<file path="config.mk">
export PLATFORM = sky130hd
export DESIGN_NAME = nf1g_pbs_rr_arbiter
export DESIGN_NICKNAME = d
export VERILOG_FILES = /design/src/rtl/nf1g_pbs_pkg.sv /design/src/rtl/pbs_small_fifo.sv /design/src/rtl/nf1g_pbs_rr_arbiter.sv
export SDC_FILE = /design/constraint.sdc
export NUM_CORES = 2
export LEC_CHECK = 0
export BUFFER_PORTS_ARGS = -buffer_cell sky130_fd_sc_hd__buf_4
export CORE_MARGIN = 1.5
export CORE_UTILIZATION = 50
export DETAILED_ROUTE_END_ITERATION = 10
export PLACE_DENSITY = 0.76
export REMOVE_ABC_BUFFERS = 1
export SLEW_MARGIN = 20
export SYNTH_ARGS = -nofsm -noshare
export SYNTH_HDL_FRONTEND = slang
export SYNTH_SLANG_ARGS = --single-unit
</file>
<file path="constraint.sdc">
create_clock -name CLK -period 7 [get_ports CLK]
set_clock_uncertainty 0.15 [all_clocks]
set_input_delay 0.7 -clock CLK [delete_from_list [all_inputs] [get_ports CLK]]
set_output_delay 0.7 -clock CLK [all_outputs]
set_load 0.03 [all_outputs]
</file>
<file path="src/rtl/nf1g_pbs_pkg.sv">
// nf1g_pbs_pkg: shared FSM state encoding and ctrl constants for the PBS round-robin arbiter
package nf1g_pbs_pkg;
    typedef enum logic {
        ST_IDLE = 1'b0,
        ST_SEND = 1'b1
    } arb_state_t;
    localparam int CTRL_DATA_WORD = 0;
endpackage

</file>
<file path="src/rtl/pbs_small_fifo.sv">
// pbs_small_fifo: small per-requester word FIFO with a register-array head and occupancy flags
// Ports: CLK/RESET (sync, active-high); wr_en/din push; rd_en/dout pop and current head;
//        empty, full (2^DEPTH_BITS words), nearly_full (one free slot or fewer).
module pbs_small_fifo #(
    parameter int WIDTH      = 72,
    parameter int DEPTH_BITS = 3
) (
    input  logic             CLK,
    input  logic             RESET,
    input  logic             wr_en,
    input  logic [WIDTH-1:0] din,
    input  logic             rd_en,
    output logic [WIDTH-1:0] dout,
    output logic             empty,
    output logic             full,
    output logic             nearly_full
);
    localparam int DEPTH = 1 << DEPTH_BITS;
    localparam int CW    = DEPTH_BITS + 1;
    logic [WIDTH-1:0]      mem [DEPTH];
    logic [DEPTH_BITS-1:0] wr_ptr;
    logic [DEPTH_BITS-1:0] rd_ptr;
    logic [CW-1:0]         count;
    logic                  push;
    logic                  pop;
    assign push        = wr_en && !full;
    assign pop         = rd_en && !empty;
    assign empty       = count == '0;
    assign full        = count == CW'(DEPTH);
    assign nearly_full = count >= CW'(DEPTH - 1);
    assign dout        = mem[rd_ptr];
    always_ff @(posedge CLK) begin
        if (RESET) begin
            wr_ptr <= '0;
            rd_ptr <= '0;
            count  <= '0;
        end else begin
            if (push) wr_ptr <= wr_ptr + DEPTH_BITS'(1);
            if (pop) rd_ptr <= rd_ptr + DEPTH_BITS'(1);
            count <= count + CW'(push) - CW'(pop);
        end
    end
    always_ff @(posedge CLK) begin
        if (push) mem[wr_ptr] <= din;
    end
endmodule

</file>
<file path="src/rtl/nf1g_pbs_rr_arbiter.sv">
// nf1g_pbs_rr_arbiter: packet-granular round-robin merge of NUM_QUEUES PBS streams onto one PBS bus
// Ports: CLK/RESET (sync, active-high); S_PBS_* flattened per-queue inputs with registered RDY;
//        M_PBS_* arbitrated output; ARB_GRANT/ARB_ACTIVE debug view of the scheduler.
module nf1g_pbs_rr_arbiter
    import nf1g_pbs_pkg::*;
#(
    parameter int C_PBS_DATA_WIDTH = 64,
    parameter int NUM_QUEUES       = 4,
    parameter int QUEUE_SEL_WIDTH  = 2,
    parameter int FIFO_DEPTH_BITS  = 3
) (
    input  logic                                        CLK,
    input  logic                                        RESET,
    input  logic [NUM_QUEUES*C_PBS_DATA_WIDTH-1:0]      S_PBS_DATA,
    input  logic [NUM_QUEUES*C_PBS_DATA_WIDTH/8-1:0]    S_PBS_CTRL,
    input  logic [NUM_QUEUES-1:0]                       S_PBS_WR,
    output logic [NUM_QUEUES-1:0]                       S_PBS_RDY,
    output logic [C_PBS_DATA_WIDTH-1:0]                 M_PBS_DATA,
    output logic [C_PBS_DATA_WIDTH/8-1:0]               M_PBS_CTRL,
    output logic                                        M_PBS_WR,
    input  logic                                        M_PBS_RDY,
    output logic [QUEUE_SEL_WIDTH-1:0]                  ARB_GRANT,
    output logic                                        ARB_ACTIVE
);
    localparam int DW = C_PBS_DATA_WIDTH;
    localparam int CW = DW / 8;
    localparam int FW = DW + CW;
    logic [FW-1:0]              head [NUM_QUEUES];
    logic [NUM_QUEUES-1:0]      empty;
    logic [NUM_QUEUES-1:0]      full;
    logic [NUM_QUEUES-1:0]      nearly_full;
    arb_state_t                 state;
    arb_state_t                 state_next;
    logic [QUEUE_SEL_WIDTH-1:0] ptr;
    logic [QUEUE_SEL_WIDTH-1:0] pick;
    logic [QUEUE_SEL_WIDTH-1:0] idx;
    logic                       found;
    logic                       pop;
    logic                       eop;
    logic                       is_data;
    logic                       in_payload;
    logic [FW-1:0]              word;

    for (genvar i = 0; i < NUM_QUEUES; i++) begin : g_q
        pbs_small_fifo #(.WIDTH(FW), .DEPTH_BITS(FIFO_DEPTH_BITS)) u_fifo (
            .CLK         (CLK),
            .RESET       (RESET),
            .wr_en       (S_PBS_WR[i] && !full[i]),
            .din         ({S_PBS_CTRL[i*CW +: CW], S_PBS_DATA[i*DW +: DW]}),
            .rd_en       (pop && ARB_GRANT == QUEUE_SEL_WIDTH'(i)),
            .dout        (head[i]),
            .empty       (empty[i]),
            .full        (full[i]),
            .nearly_full (nearly_full[i])
        );
    end

    assign ARB_ACTIVE = state == ST_SEND;

    // Highest-priority candidate is ptr itself, so scan backwards and let later hits override.
    always_comb begin
        pick  = ptr;
        idx   = ptr;
        found = 1'b0;
        for (int k = NUM_QUEUES - 1; k >= 0; k--) begin
            idx = QUEUE_SEL_WIDTH'((int'(ptr) + k) % NUM_QUEUES);
            if (!empty[idx]) begin
                pick  = idx;
                found = 1'b1;
            end
        end
        word       = head[ARB_GRANT];
        is_data    = word[FW-1 -: CW] == CW'(CTRL_DATA_WORD);
        pop        = state == ST_SEND && M_PBS_RDY && !empty[ARB_GRANT];
        eop        = pop && in_payload && !is_data;
        state_next = state == ST_IDLE ? (found ? ST_SEND : ST_IDLE) : (eop ? ST_IDLE : ST_SEND);
    end

    always_ff @(posedge CLK) begin
        state <= RESET ? ST_IDLE : state_next;
    end

    always_ff @(posedge CLK) begin
        if (RESET) begin
            ptr        <= '0;
            ARB_GRANT  <= '0;
            in_payload <= 1'b0;
            M_PBS_WR   <= 1'b0;
            M_PBS_DATA <= '0;
            M_PBS_CTRL <= '0;
            S_PBS_RDY  <= '0;
        end else begin
            S_PBS_RDY <= ~nearly_full;
            M_PBS_WR  <= pop;
            if (state == ST_IDLE && found) ARB_GRANT <= pick;
            if (pop) begin
                {M_PBS_CTRL, M_PBS_DATA} <= word;
                in_payload               <= is_data;
            end
            if (eop) ptr <= ARB_GRANT == QUEUE_SEL_WIDTH'(NUM_QUEUES - 1) ? '0 : ARB_GRANT + QUEUE_SEL_WIDTH'(1);
        end
    end
endmodule

</file>
==> results.md <==
* Area of the die at 189500 um^2
* Max Cap Violations at 0
* Multi-input logic area at 20470 um^2
* Total routed wirelength at 228.8 mm
* Switching Share at 24.16%
* Critical path type: flop to flop
* Critical path arrival at 5.12 ns
* Final core utilization at 59.13%
* CTS tree: built
* Worst hold path class: input port to flop
* Synth warn at 0
* CP Data Required Time at 7.55 ns
* Combinational Power Share at 12.8%
* Drt pass-1 iters at 6
* Crit-path max FO at 56
* CTS buffer count at 224
* Post-DP HPWL at 139.2 mm
* Pins over their slew limit at 0
* Clk Latency, worst-skew pair at 0.86 ns
* CP startpoint: ARB_GRANT[0]
* Initial Util at 50.38%
* Worst Setup EP: g_q[3].u_fifo.count[1]
* Clk pin slew, worst setup/hold paths at 0.07 ns
* DRC at 0
* Post-synthesis register bit count at 2439
* Top_reg_cell synth: edfxtp_1
* Vias/cell at 6.023
* Routed WL per cell at 30.16 um
* Area delta synth->final at 17.36%
* Power Density at 307.2 nW/um^2
* Ports at 375
* # fillers at 12830
* Commonest non-fill, non-tap cells in the layout: 2304 x edfxtp_1, 611 x mux4_2, 444 x buf_4, 319 x mux2i_1, 288 x dlygate4sd3_1
* Ratio of cells with drive above 1 in the final layout at 28.64%
* Clock H-tree levels at 4
* FF/Latch Area at 71930 um^2
* Worst setup EP type: flop
* Vias in the first global route at 46620
* Reg2reg setup slack at 2.43 ns
* Synth cell types at 55
* Initial antenna violation count at 73
* Power Total at 33.68 mW
* Routability cong. at 0.8109
* Pin count of the biggest net entering global routing at 95
* P_int at 25.54 mW
* Async SR Flop Fraction at 0%
* Placed Area at 99280 um^2
* Minimum clock period at 4.570 ns
* Port Buf Inserts at 374
* RSZ-0062 raised after global routing: no
* Syn Std Cell Area at 93430 um^2
* Clock power share at 36.0%
* Final ANT Viol Nets at 0
* Core Footprint at 185400 um^2
* Worst slew margin at 24.20%
* FP Rows at 158
* Hold Fails Final Rpt at 0
* Crit Reg-Reg Endpoint: g_q[3].u_fifo.count[1]
* Commonest non-fill, non-tap cell in the layout: edfxtp_1
* GRT Total Usage at 24.24%
* VDD IR max at 213.5 uV
* Synth Instances at 4120
* Worst R2R Path Depth at 11
* Setup violators final at 0
* Sequential Power Share at 51.1%
* Overflow after GRT at 0
* Total clock sinks at 2439
* Maximum clock frequency at 218.8 MHz
* Die height at 435.3 um
* DR iter-0 viols at 5296
* Syn_area_per_cell at 22.68 um^2
* Leakage power at 34.17 nW
* Status: finished clean
* Register area share after synthesis at 76.95%
* Chip Width at 435.3 um
* Worst slew pin tran at 1.134 ns
* Max Buffers Root-to-Sink at 3
* Number of synthesized flops with an enable pin at 2304
* First-pass GRT wire length at 331.0 mm
* P_sw at 8.135 mW
* Vias at 45690
* Design Area, Final at 109600 um^2
* CTS root buf: clkbuf_16
* Crit share post-route at 65.29%
* Worst flop-to-flop path startpoint: ARB_GRANT[0]
* Final nets at 5220
* Post-CTS setup repair buffer count at 0
* Setup crit start kind: flop
## timing repair
action / 4_1_cts / 5_1_grt
hold buffers: 288 / 0
hold endpoints to repair: 2304 / 0
resized for setup: 0 / 0
## cell type report
cell class	count	share of cell area, %
Antenna cell	26	0.05934
Clock buffer	326	5.914
Clock inverter	96	0.8342
Inverter	26	0.09585
Multi-Input combinational cell	1443	18.67
Sequential cell	2439	65.61
Tap cell	2480	2.830
Timing Repair Buffer	750	5.990
## cell usage after synthesis (all sizes together), types with 2 or more instances
library cell / instances / area share, %
ha: 37 / 0.50
mux2: 7 / 0.084
mux4: 615 / 15
edfxtp: 2304 / 74
a211oi: 64 / 0.51
fa: 4 / 0.086
nor2b: 15 / 0.10
inv: 25 / 0.10
a31oi: 3 / 0.020
or3b: 2 / 0.019
o2111ai: 7 / 0.066
o211ai: 2 / 0.016
nand3: 9 / 0.048
a311oi: 4 / 0.037
nand4: 13 / 0.094
dfxtp: 135 / 2.9
a221oi: 9 / 0.084
nand4b: 2 / 0.019
and2: 4 / 0.027
a22oi: 9 / 0.072
nand2: 46 / 0.18
and3: 4 / 0.027
a2bb2oi: 4 / 0.037
a21oi: 13 / 0.070
clkbuf: 44 / 0.18
mux2i: 319 / 3.4
xnor2: 9 / 0.084
xor2: 11 / 0.10
a21o: 6 / 0.048
nand2b: 18 / 0.12
a21boi: 4 / 0.032
buf: 168 / 1.1
o21ai: 12 / 0.064
nor2: 165 / 0.66
nor3: 20 / 0.14
## power groups by stage
stage | clock, mW | sequential, mW | combinational, mW
floorplan | 0 | 17.8 | 2.35
global placement | 0 | 17.5 | 4.05
detailed placement | 0 | 17.5 | 4.15
CTS | 12.3 | 17.2 | 4.36
global route | 12.8 | 17.3 | 4.58
finish | 12.1 | 17.2 | 4.32
## metrics by stage
step	setup WS, ns	instances	hold WS (ns)	setup TNS (ns)
finish	2.430	7586	0.2325	0
global placement	2.515	6849	0.2859	0
CTS	2.405	7559	0.1746	0
floorplan	-1.413	3908	0.2651	-31.10
global route	2.179	7581	0.2281	0
detailed placement	2.447	6849	0.3026	0
## how the worst min path moves through the flow
stage | startpoint | endpoint | slack, ns | cells after the start
floorplan | g_q[2].u_fifo.count[3] | S_PBS_RDY[2] | 0.27 | 1
global placement | g_q[3].u_fifo.count[3] | S_PBS_RDY[3] | 0.29 | 1
detailed placement | g_q[3].u_fifo.count[3] | S_PBS_RDY[3] | 0.30 | 1
CTS | RESET | g_q[2].u_fifo.wr_ptr[2] | 0.17 | 2
global route | RESET | g_q[0].u_fifo.wr_ptr[1] | 0.23 | 2
finish | RESET | g_q[2].u_fifo.wr_ptr[2] | 0.23 | 2
## worst max-delay path, stage by stage (launching register included)
cell and delay, ns:
dfxtp_1 0.52, inv_6 0.66, nor2_1 0.11, o21ai_1 0.22, o2111a_4 0.62, buf_4 0.68
and3_1 0.34, nand2b_1 0.14, nand2_1 0.08, ha_1 0.18, fa_1 0.42, nor2b_1 0.14
## flip-flops by register name, indices dropped and copies added, names as in the netlist, named ones only
signal             count
S_PBS_RDY              4
ptr                    2
g_q.u_fifo.count      16
in_payload             1
g_q.u_fifo.mem      2304
ARB_ACTIVE             1
g_q.u_fifo.wr_ptr     12
M_PBS_CTRL             8
M_PBS_DATA            64
ARB_GRANT              2
M_PBS_WR               1
g_q.u_fifo.rd_ptr     12
## logic make-up after synthesis
| kind of cell | count (synthesis) | synth area share (%) |
|---|---|---|
| xor+xnor | 20 | 0.1875 |
| simple gates | 299 | 1.445 |
| compound gates | 142 | 1.110 |
| buf+inv | 238 | 1.385 |
| flops | 2439 | 76.95 |
| fa+ha+maj | 41 | 0.5812 |
| mux | 941 | 18.34 |
## routing by layer
metal	global-route usage [%]	vias to the layer above	wire length, um	part of all wire, %
met5	0	-	260	0.11
met2	40.68	2188	115700	51
met1	32.04	24140	87110	38
met4	7.850	42	7420	3.2
met3	4.796	434	18340	8.0
li1	-	18880	-	-
No activity file was read; power rests on OpenSTA's default activity.
